===== config.mk =====
export PLATFORM = sky130hd
export DESIGN_NAME = stack_ctrl_flat
export DESIGN_NICKNAME = d
export VERILOG_FILES = /design/src/rtl/stack_pkg.sv /design/src/rtl/stack_if.sv /design/src/rtl/stack_ram.sv /design/src/rtl/stack_ctrl.sv /design/src/flat_wrapper.sv
export SDC_FILE = /design/constraint.sdc
export NUM_CORES = 1
export LEC_CHECK = 0
export ABC_AREA = 1
export CAP_MARGIN = 20
export CELL_PAD_IN_SITES_DETAIL_PLACEMENT = 0
export CELL_PAD_IN_SITES_GLOBAL_PLACEMENT = 1
export CORE_MARGIN = 2
export CORE_UTILIZATION = 30
export DETAILED_ROUTE_END_ITERATION = 8
export MAX_ROUTING_LAYER = met4
export PLACE_DENSITY = 0.55
export SLEW_MARGIN = 30
export SYNTH_ARGS = -nofsm -noshare
export SYNTH_HDL_FRONTEND = slang
export SYNTH_SLANG_ARGS = --single-unit

===== constraint.sdc =====
create_clock -name clock -period 3 [get_ports clock]
set_input_delay 0.9 -clock clock [delete_from_list [all_inputs] [get_ports clock]]
set_output_delay 0.9 -clock clock [all_outputs]
set_load 0.01 [all_outputs]

===== src/rtl/stack_pkg.sv =====
// Shared definitions for the stack controller: op codes, FSM encoding, default sizes.
// Imported by the interface, the RAM and the controller top.
package stack_pkg;

  localparam int DEFAULT_DATA_W = 8;
  localparam int DEFAULT_ADDR_W = 5;

  typedef enum logic [1:0] {
    OP_PUSH    = 2'b00,
    OP_POP     = 2'b01,
    OP_PEEK    = 2'b10,
    OP_REPLACE = 2'b11
  } op_e;

  typedef enum logic [2:0] {
    IDLE = 3'd0,
    WR   = 3'd1,
    RD   = 3'd2,
    RSP  = 3'd3,
    ERR  = 3'd4
  } state_e;

  // POP and PEEK go through the two-cycle RAM read path.
  function automatic logic is_read_op(op_e op);
    return (op == OP_POP) || (op == OP_PEEK);
  endfunction

endpackage


===== src/rtl/stack_if.sv =====
// Request/response handshake between a control unit (master) and the stack controller (slave).
// Status and sticky-error signals stay as plain ports on the controller.
interface stack_if import stack_pkg::*; #(
  parameter int DATA_W = DEFAULT_DATA_W
);

  logic              req_valid;
  logic              req_ready;
  logic [1:0]        req_op;
  logic [DATA_W-1:0] req_data;
  logic              rsp_valid;
  logic [DATA_W-1:0] rsp_data;
  logic              rsp_err;

  modport master (
    output req_valid,
    output req_op,
    output req_data,
    input  req_ready,
    input  rsp_valid,
    input  rsp_data,
    input  rsp_err
  );

  modport slave (
    input  req_valid,
    input  req_op,
    input  req_data,
    output req_ready,
    output rsp_valid,
    output rsp_data,
    output rsp_err
  );

endinterface


===== src/rtl/stack_ram.sv =====
// Single-port synchronous stack storage with a registered read port (1-cycle read latency).
// Array contents are not reset; only the read register is.
module stack_ram import stack_pkg::*; #(
  parameter int DATA_W = DEFAULT_DATA_W,
  parameter int ADDR_W = DEFAULT_ADDR_W
) (
  input  logic              clock,
  input  logic              reset,
  input  logic              we,
  input  logic [ADDR_W-1:0] addr,
  input  logic [DATA_W-1:0] wdata,
  output logic [DATA_W-1:0] rdata
);

  localparam int DEPTH = 2 ** ADDR_W;

  logic [DATA_W-1:0] mem_r [DEPTH];
  logic [DATA_W-1:0] rdata_r;

  // Storage write port.
  always_ff @(posedge clock) begin
    if (we) begin
      mem_r[addr] <= wdata;
    end
  end

  // Registered read of the addressed word.
  always_ff @(posedge clock or posedge reset) begin
    if (reset) begin
      rdata_r <= {DATA_W{1'b0}};
    end else begin
      rdata_r <= mem_r[addr];
    end
  end

  assign rdata = rdata_r;

endmodule


===== src/rtl/stack_ctrl.sv =====
// Hardware stack controller: PUSH/POP/PEEK/REPLACE over a single-port RAM, one request
// in flight at a time, with sticky overflow/underflow flags.
module stack_ctrl import stack_pkg::*; #(
  parameter int DATA_W = DEFAULT_DATA_W,
  parameter int ADDR_W = DEFAULT_ADDR_W
) (
  input  logic            clock,
  input  logic            reset,
  stack_if.slave          bus,
  input  logic            err_clear,
  output logic [ADDR_W:0] count,
  output logic            empty,
  output logic            full,
  output logic            err_overflow,
  output logic            err_underflow
);

  localparam logic [ADDR_W:0]   DEPTH_C    = {1'b1, {ADDR_W{1'b0}}};
  localparam logic [ADDR_W:0]   SP_ZERO_C  = {(ADDR_W+1){1'b0}};
  localparam logic [ADDR_W:0]   SP_ONE_C   = {{ADDR_W{1'b0}}, 1'b1};
  localparam logic [ADDR_W-1:0] ADDR_ONE_C = {{(ADDR_W-1){1'b0}}, 1'b1};

  state_e            state_r, state_s;
  op_e               op_r, op_s, req_op_s;
  logic [DATA_W-1:0] data_r, data_s;
  logic [ADDR_W:0]   sp_r, sp_s;
  logic              rsp_valid_r, rsp_valid_s;
  logic              rsp_err_r, rsp_err_s;
  logic [DATA_W-1:0] rsp_data_r, rsp_data_s;
  logic              err_ovf_r, err_ovf_s;
  logic              err_udf_r, err_udf_s;
  logic              set_ovf_s, set_udf_s;
  logic              empty_s, full_s;
  logic              ram_we_s;
  logic [ADDR_W-1:0] ram_addr_s;
  logic [ADDR_W-1:0] top_addr_s;
  logic [DATA_W-1:0] ram_rdata_s;

  assign empty_s    = (sp_r == SP_ZERO_C);
  assign full_s     = (sp_r == DEPTH_C);
  assign top_addr_s = sp_r[ADDR_W-1:0] - ADDR_ONE_C;
  assign req_op_s   = op_e'(bus.req_op);

  // Next-state, RAM control and next response values.
  always_comb begin
    state_s     = state_r;
    op_s        = op_r;
    data_s      = data_r;
    sp_s        = sp_r;
    rsp_valid_s = 1'b0;
    rsp_err_s   = 1'b0;
    rsp_data_s  = {DATA_W{1'b0}};
    set_ovf_s   = 1'b0;
    set_udf_s   = 1'b0;
    ram_we_s    = 1'b0;
    ram_addr_s  = top_addr_s;

    case (state_r)
      IDLE: begin
        if (bus.req_valid) begin
          op_s   = req_op_s;
          data_s = bus.req_data;
          if (req_op_s == OP_PUSH) begin
            if (full_s) begin
              state_s   = ERR;
              set_ovf_s = 1'b1;
            end else begin
              state_s = WR;
            end
          end else if (empty_s) begin
            state_s   = ERR;
            set_udf_s = 1'b1;
          end else if (is_read_op(req_op_s)) begin
            state_s = RD;
          end else begin
            state_s = WR;
          end
          // Responses for WR/ERR are registered on the accept edge so they appear one cycle later.
          if (state_s == WR) begin
            rsp_valid_s = 1'b1;
            rsp_data_s  = bus.req_data;
          end else if (state_s == ERR) begin
            rsp_valid_s = 1'b1;
            rsp_err_s   = 1'b1;
          end else begin
            rsp_valid_s = 1'b0;
          end
        end else begin
          state_s = IDLE;
        end
      end
      WR: begin
        ram_we_s = 1'b1;
        if (op_r == OP_PUSH) begin
          ram_addr_s = sp_r[ADDR_W-1:0];
          sp_s       = sp_r + SP_ONE_C;
        end else begin
          ram_addr_s = top_addr_s;
        end
        state_s = IDLE;
      end
      RD: begin
        ram_addr_s  = top_addr_s;
        rsp_valid_s = 1'b1;
        state_s     = RSP;
      end
      RSP: begin
        if (op_r == OP_POP) begin
          sp_s = sp_r - SP_ONE_C;
        end else begin
          sp_s = sp_r;
        end
        state_s = IDLE;
      end
      ERR: begin
        state_s = IDLE;
      end
      default: begin
        state_s = IDLE;
      end
    endcase
  end

  // Sticky error flags: a new error in the same cycle as err_clear keeps the flag set.
  always_comb begin
    if (set_ovf_s) begin
      err_ovf_s = 1'b1;
    end else if (err_clear) begin
      err_ovf_s = 1'b0;
    end else begin
      err_ovf_s = err_ovf_r;
    end
    if (set_udf_s) begin
      err_udf_s = 1'b1;
    end else if (err_clear) begin
      err_udf_s = 1'b0;
    end else begin
      err_udf_s = err_udf_r;
    end
  end

  // Controller state, captured request and registered outputs.
  always_ff @(posedge clock or posedge reset) begin
    if (reset) begin
      state_r     <= IDLE;
      op_r        <= OP_PUSH;
      data_r      <= {DATA_W{1'b0}};
      sp_r        <= SP_ZERO_C;
      rsp_valid_r <= 1'b0;
      rsp_err_r   <= 1'b0;
      rsp_data_r  <= {DATA_W{1'b0}};
      err_ovf_r   <= 1'b0;
      err_udf_r   <= 1'b0;
    end else begin
      state_r     <= state_s;
      op_r        <= op_s;
      data_r      <= data_s;
      sp_r        <= sp_s;
      rsp_valid_r <= rsp_valid_s;
      rsp_err_r   <= rsp_err_s;
      rsp_data_r  <= rsp_data_s;
      err_ovf_r   <= err_ovf_s;
      err_udf_r   <= err_udf_s;
    end
  end

  stack_ram #(
    .DATA_W (DATA_W),
    .ADDR_W (ADDR_W)
  ) u_ram (
    .clock (clock),
    .reset (reset),
    .we    (ram_we_s),
    .addr  (ram_addr_s),
    .wdata (data_r),
    .rdata (ram_rdata_s)
  );

  // In RSP the RAM read register is the response data register.
  assign bus.rsp_data  = (state_r == RSP) ? ram_rdata_s : rsp_data_r;
  assign bus.rsp_valid = rsp_valid_r;
  assign bus.rsp_err   = rsp_err_r;
  assign bus.req_ready = (state_r == IDLE);

  assign count         = sp_r;
  assign empty         = empty_s;
  assign full          = full_s;
  assign err_overflow  = err_ovf_r;
  assign err_underflow = err_udf_r;

endmodule


===== src/flat_wrapper.sv =====
// flat-port wrapper written by rule: the top's interface ports become plain ports
module stack_ctrl_flat import stack_pkg::*;
#(
  parameter int DATA_W = DEFAULT_DATA_W,
  parameter int ADDR_W = DEFAULT_ADDR_W
)
  (clock, reset, err_clear, count, empty, full, err_overflow, err_underflow, bus_req_valid, bus_req_op, bus_req_data, bus_req_ready, bus_rsp_valid, bus_rsp_data, bus_rsp_err);
  stack_if #(.DATA_W(DATA_W)) bus_i ();
  input  logic clock;
  input  logic reset;
  input  logic err_clear;
  output logic [ADDR_W:0] count;
  output logic empty;
  output logic full;
  output logic err_overflow;
  output logic err_underflow;
  input wire logic [$bits(bus_i.req_valid)-1:0] bus_req_valid;
  input wire logic [$bits(bus_i.req_op)-1:0] bus_req_op;
  input wire logic [$bits(bus_i.req_data)-1:0] bus_req_data;
  output wire logic [$bits(bus_i.req_ready)-1:0] bus_req_ready;
  output wire logic [$bits(bus_i.rsp_valid)-1:0] bus_rsp_valid;
  output wire logic [$bits(bus_i.rsp_data)-1:0] bus_rsp_data;
  output wire logic [$bits(bus_i.rsp_err)-1:0] bus_rsp_err;
  assign bus_i.req_valid = bus_req_valid;
  assign bus_i.req_op = bus_req_op;
  assign bus_i.req_data = bus_req_data;
  assign bus_req_ready = bus_i.req_ready;
  assign bus_rsp_valid = bus_i.rsp_valid;
  assign bus_rsp_data = bus_i.rsp_data;
  assign bus_rsp_err = bus_i.rsp_err;
  stack_ctrl #(.DATA_W(DATA_W), .ADDR_W(ADDR_W)) u_core (.clock(clock), .reset(reset), .bus(bus_i), .err_clear(err_clear), .count(count), .empty(empty), .full(full), .err_overflow(err_overflow), .err_underflow(err_underflow));
endmodule

==> results.toml <==
[status]
status = "finished, final reports clean"

[worst_setup_path]
worstPathMaxFanout = 9
cp-end-kind = "output port"
critical_path_class = "flop to output port"
worstPathRequired_ns = 2.10
worstPathArrival_ns = 1.97
worstSetupStartpointType = "flop"

[global_routing]
grt_pass1_wl_um = 53600
gr-usage-met1_pct = 22.7
use_met3_pct = 2.12
antenna_found_initial = 0
grt_use_met2_pct = 26.7
grt_pass1_vias = 8602
grt_max_degree = 41
grt_remaining_overflow = 0
grt_usage_pct = 16.8
top_usage_layer = "met2"

[yosys]
synth_nets = 1286
synth_xor_area_share_pct = 0.670
synth.area.mux_share_pct = 0
yosysMostFrequentCell = "nand2_1"
avgSynthCellArea_um2 = 10.0
synth_area_leaders = "edfxtp_1 (61%), nand2_1 (21%), dfrtp_1 (7.7%)"
ys_top_cells_by_count = "nand2_1 (704), edfxtp_1 (256), nor2_1 (63), nand3_1 (55), dfrtp_1 (39)"
synthSimpleGateAreaFrac_pct = 26.4
yosysSeqAreaShare_pct = 68.2
netlist.area_leader.share_pct = 60.5
synth_fa_ha_area_share_pct = 0.749
synth_seq_cells = 295
syn_inst = 1265
yosysTopAreaCell = "edfxtp_1"
yosysWarnings = 0
async_flop_share_pct = 13.2
synth_ff_type = "edfxtp_1"
synth_edf_count = 256
synth_top_family_by_area = "simple AND/OR/NAND/NOR gates"
synth-compound-area-share_pct = 0.828
synth.distinct_cells = 32
syn-cell-area_um2 = 12700

[final_layout]
n_antenna_cell = 0
stdcell_count = 1914
syn_to_final_growth_pct = 18.7
drive_gt1_share_pct = 9.67
nets = 1371

[sta]
tns_ns = 0
min_period_over_period_pct = 95.8
fmax_mhz = 348
finalCriticalPeriod_ns = 2.87
worstMarginPinSlew_ns = 0.868
finalMaxSlewViolations = 0
hold-worst-slack_ns = 0.531
hold_viol = 0
skew_ns = 0.0119
relSlewSlack_pct = 42.1
finalSetupViolCount = 0

[clocking]
cts_sinks = 295
clk_pin_slew_ns = 0.06
cts_max_level = 2
cts_tree = "yes"
clock_latency_ns = 0.52
cts_buffers = 34
cts_max_path_buffers = 3
clockRootBuffer = "clkbuf_16"
ctsHoldBuffers = 0

[route]
route.detailed.drc = 0
first_pass_iters = 4
wire_per_inst_um = 18.3
first_iter_violations = 508
vias = 8570
antenna_left = 0
wl_um = 35000
via_per_inst = 4.48

[pwr]
cellPowerDensity_nw_per_um2 = 1130
p_int_uw = 9700
swShare_pct = 42.8
seq_power_share_pct = 34.5
netSwitchingPower_uw = 7250
p_clk_share_pct = 23.1
share_comb_of_total_power_pct = 42.4
max-vdd-ir-drop_uv = 684
leakage_uw = 0.00640

[placed_design]
dp.cells = 1852
io_buffers = 34
gp_congestion = 0.795
dp_hpwl_um = 22000

[floorplan]
initial_core_util_pct = 30.3
fp.dieH_um = 210
fp.dieArea_um2 = 44000
core_area_um2 = 41900
die_w_um = 210
std_cell_rows = 75
ios = 35

[worst_hold_path]
min_path_type = "flop to flop"

[run]
drv_cap = 0
==> power by group through the flow <==
stage               registers, uW  logic [uW]  clock network, uW
finish                       5850        7200               3910
global route                 5930        8140               4190
CTS                          5890        7350               4030
detailed placement           5960        7310                  0
global placement             5950        7300                  0
floorplan                    5820        4400                  0
==> cell families after synthesis <==
| group | Yosys count |
|---|---|
| simple gates | 847 |
| flops | 295 |
| buf+inv | 88 |
| compound gates | 20 |
| xor+xnor | 8 |
| fa+ha+maj | 7 |
==> per-stage QoR <==
stage | instance area (um2) | worst slack, ns | total power (uW) | util [%]
after floorplan | 12700 | 0.499 | 10200 | -
after global placement | 14000 | 0.308 | 13300 | 33.4
after detailed placement | 14000 | 0.289 | 13300 | 33.4
after CTS | 15100 | 0.0427 | 17300 | 36.0
after global routing | 15100 | -0.00228 | 18300 | 36.0
final | 15100 | 0.126 | 17000 | 36.0
==> per-layer routing <==
| layer | vias up | part of all wire [%] |
|---|---|---|
| li1 | 4286 | - |
| met1 | 4123 | 47 |
| met2 | 113 | 47 |
| met3 | 48 | 3.3 |
| met4 | 0 | 2.1 |
| met5 | - | 0 |
==> state kept, by name (all words and copies together) (netlist names) <==
register,cells
u_core.op_r,2
u_core.err_underflow,1
u_core.data_r,8
u_core.u_ram.mem_r,256
u_core.u_ram.rdata,8
u_core.rsp_data_r,8
u_core.err_overflow,1
u_core.bus.rsp_valid,1
u_core.bus.rsp_err,1
u_core.state_r,3
u_core.count,6
==> cells in the final DEF, fill, tap and decap left out, drive strengths merged, types with 4 or more instances in the layout <==
| cell type | instances |
|---|---|
| nand2 | 708 |
| edfxtp | 256 |
| nor2 | 73 |
| buf | 61 |
| nand3 | 58 |
| clkbuf | 52 |
| inv | 40 |
| dfrtp | 39 |
| clkdlybuf4s50 | 32 |
| o21ai | 17 |
| clkinv | 11 |
| ha | 6 |
| xor2 | 5 |
| nand4 | 4 |
==> layout make-up <==
type / instances / area (um2)
Clock inverter: 9 / 37.5
Timing Repair Buffer: 95 / 850
Multi-Input combinational cell: 882 / 3670
Clock buffer: 52 / 1010
Tap cell: 539 / 674
Fill cell: 4235 / 26800
Inverter: 42 / 163
Sequential cell: 295 / 8660
==> worst max-delay path: stages, from the launching register on <==
cell and delay (ns):
dfrtp_1 0.43, nand3_1 0.19, buf_6 0.18, nand2_1 0.05, nand2_1 0.07, clkdlybuf4s50_1 0.53
==> what timing repair did <==
| action | CTS | global route |
|---|---|---|
| setup endpoints to repair | 10 | 8 |
| gates resized for setup | 6 | 3 |
| pin swaps | 0 | 0 |
| endpoints found under the hold margin | 0 | 0 |
| buffers inserted | 0 | 1 |
==> final timing paths <==
kind | slack (ns) | from | end | cells past startpoint
setup / recovery | 0.13 | u_core.state_r[1] | bus_rsp_data[1] | 5
hold / removal | 0.53 | u_core.err_underflow | u_core.err_underflow | 2
setup reg to reg | 0.42 | u_core.state_r[2] | u_core.u_ram.mem_r[0][4] | 11
hold reg to reg | 0.53 | u_core.err_underflow | u_core.err_underflow | 2
max in group asynchronous | 1.80 | reset | u_core.data_r[6] | 3
min in group asynchronous | 0.82 | reset | u_core.err_underflow | 3
Note: power is estimated with default switching activity, not from simulation.
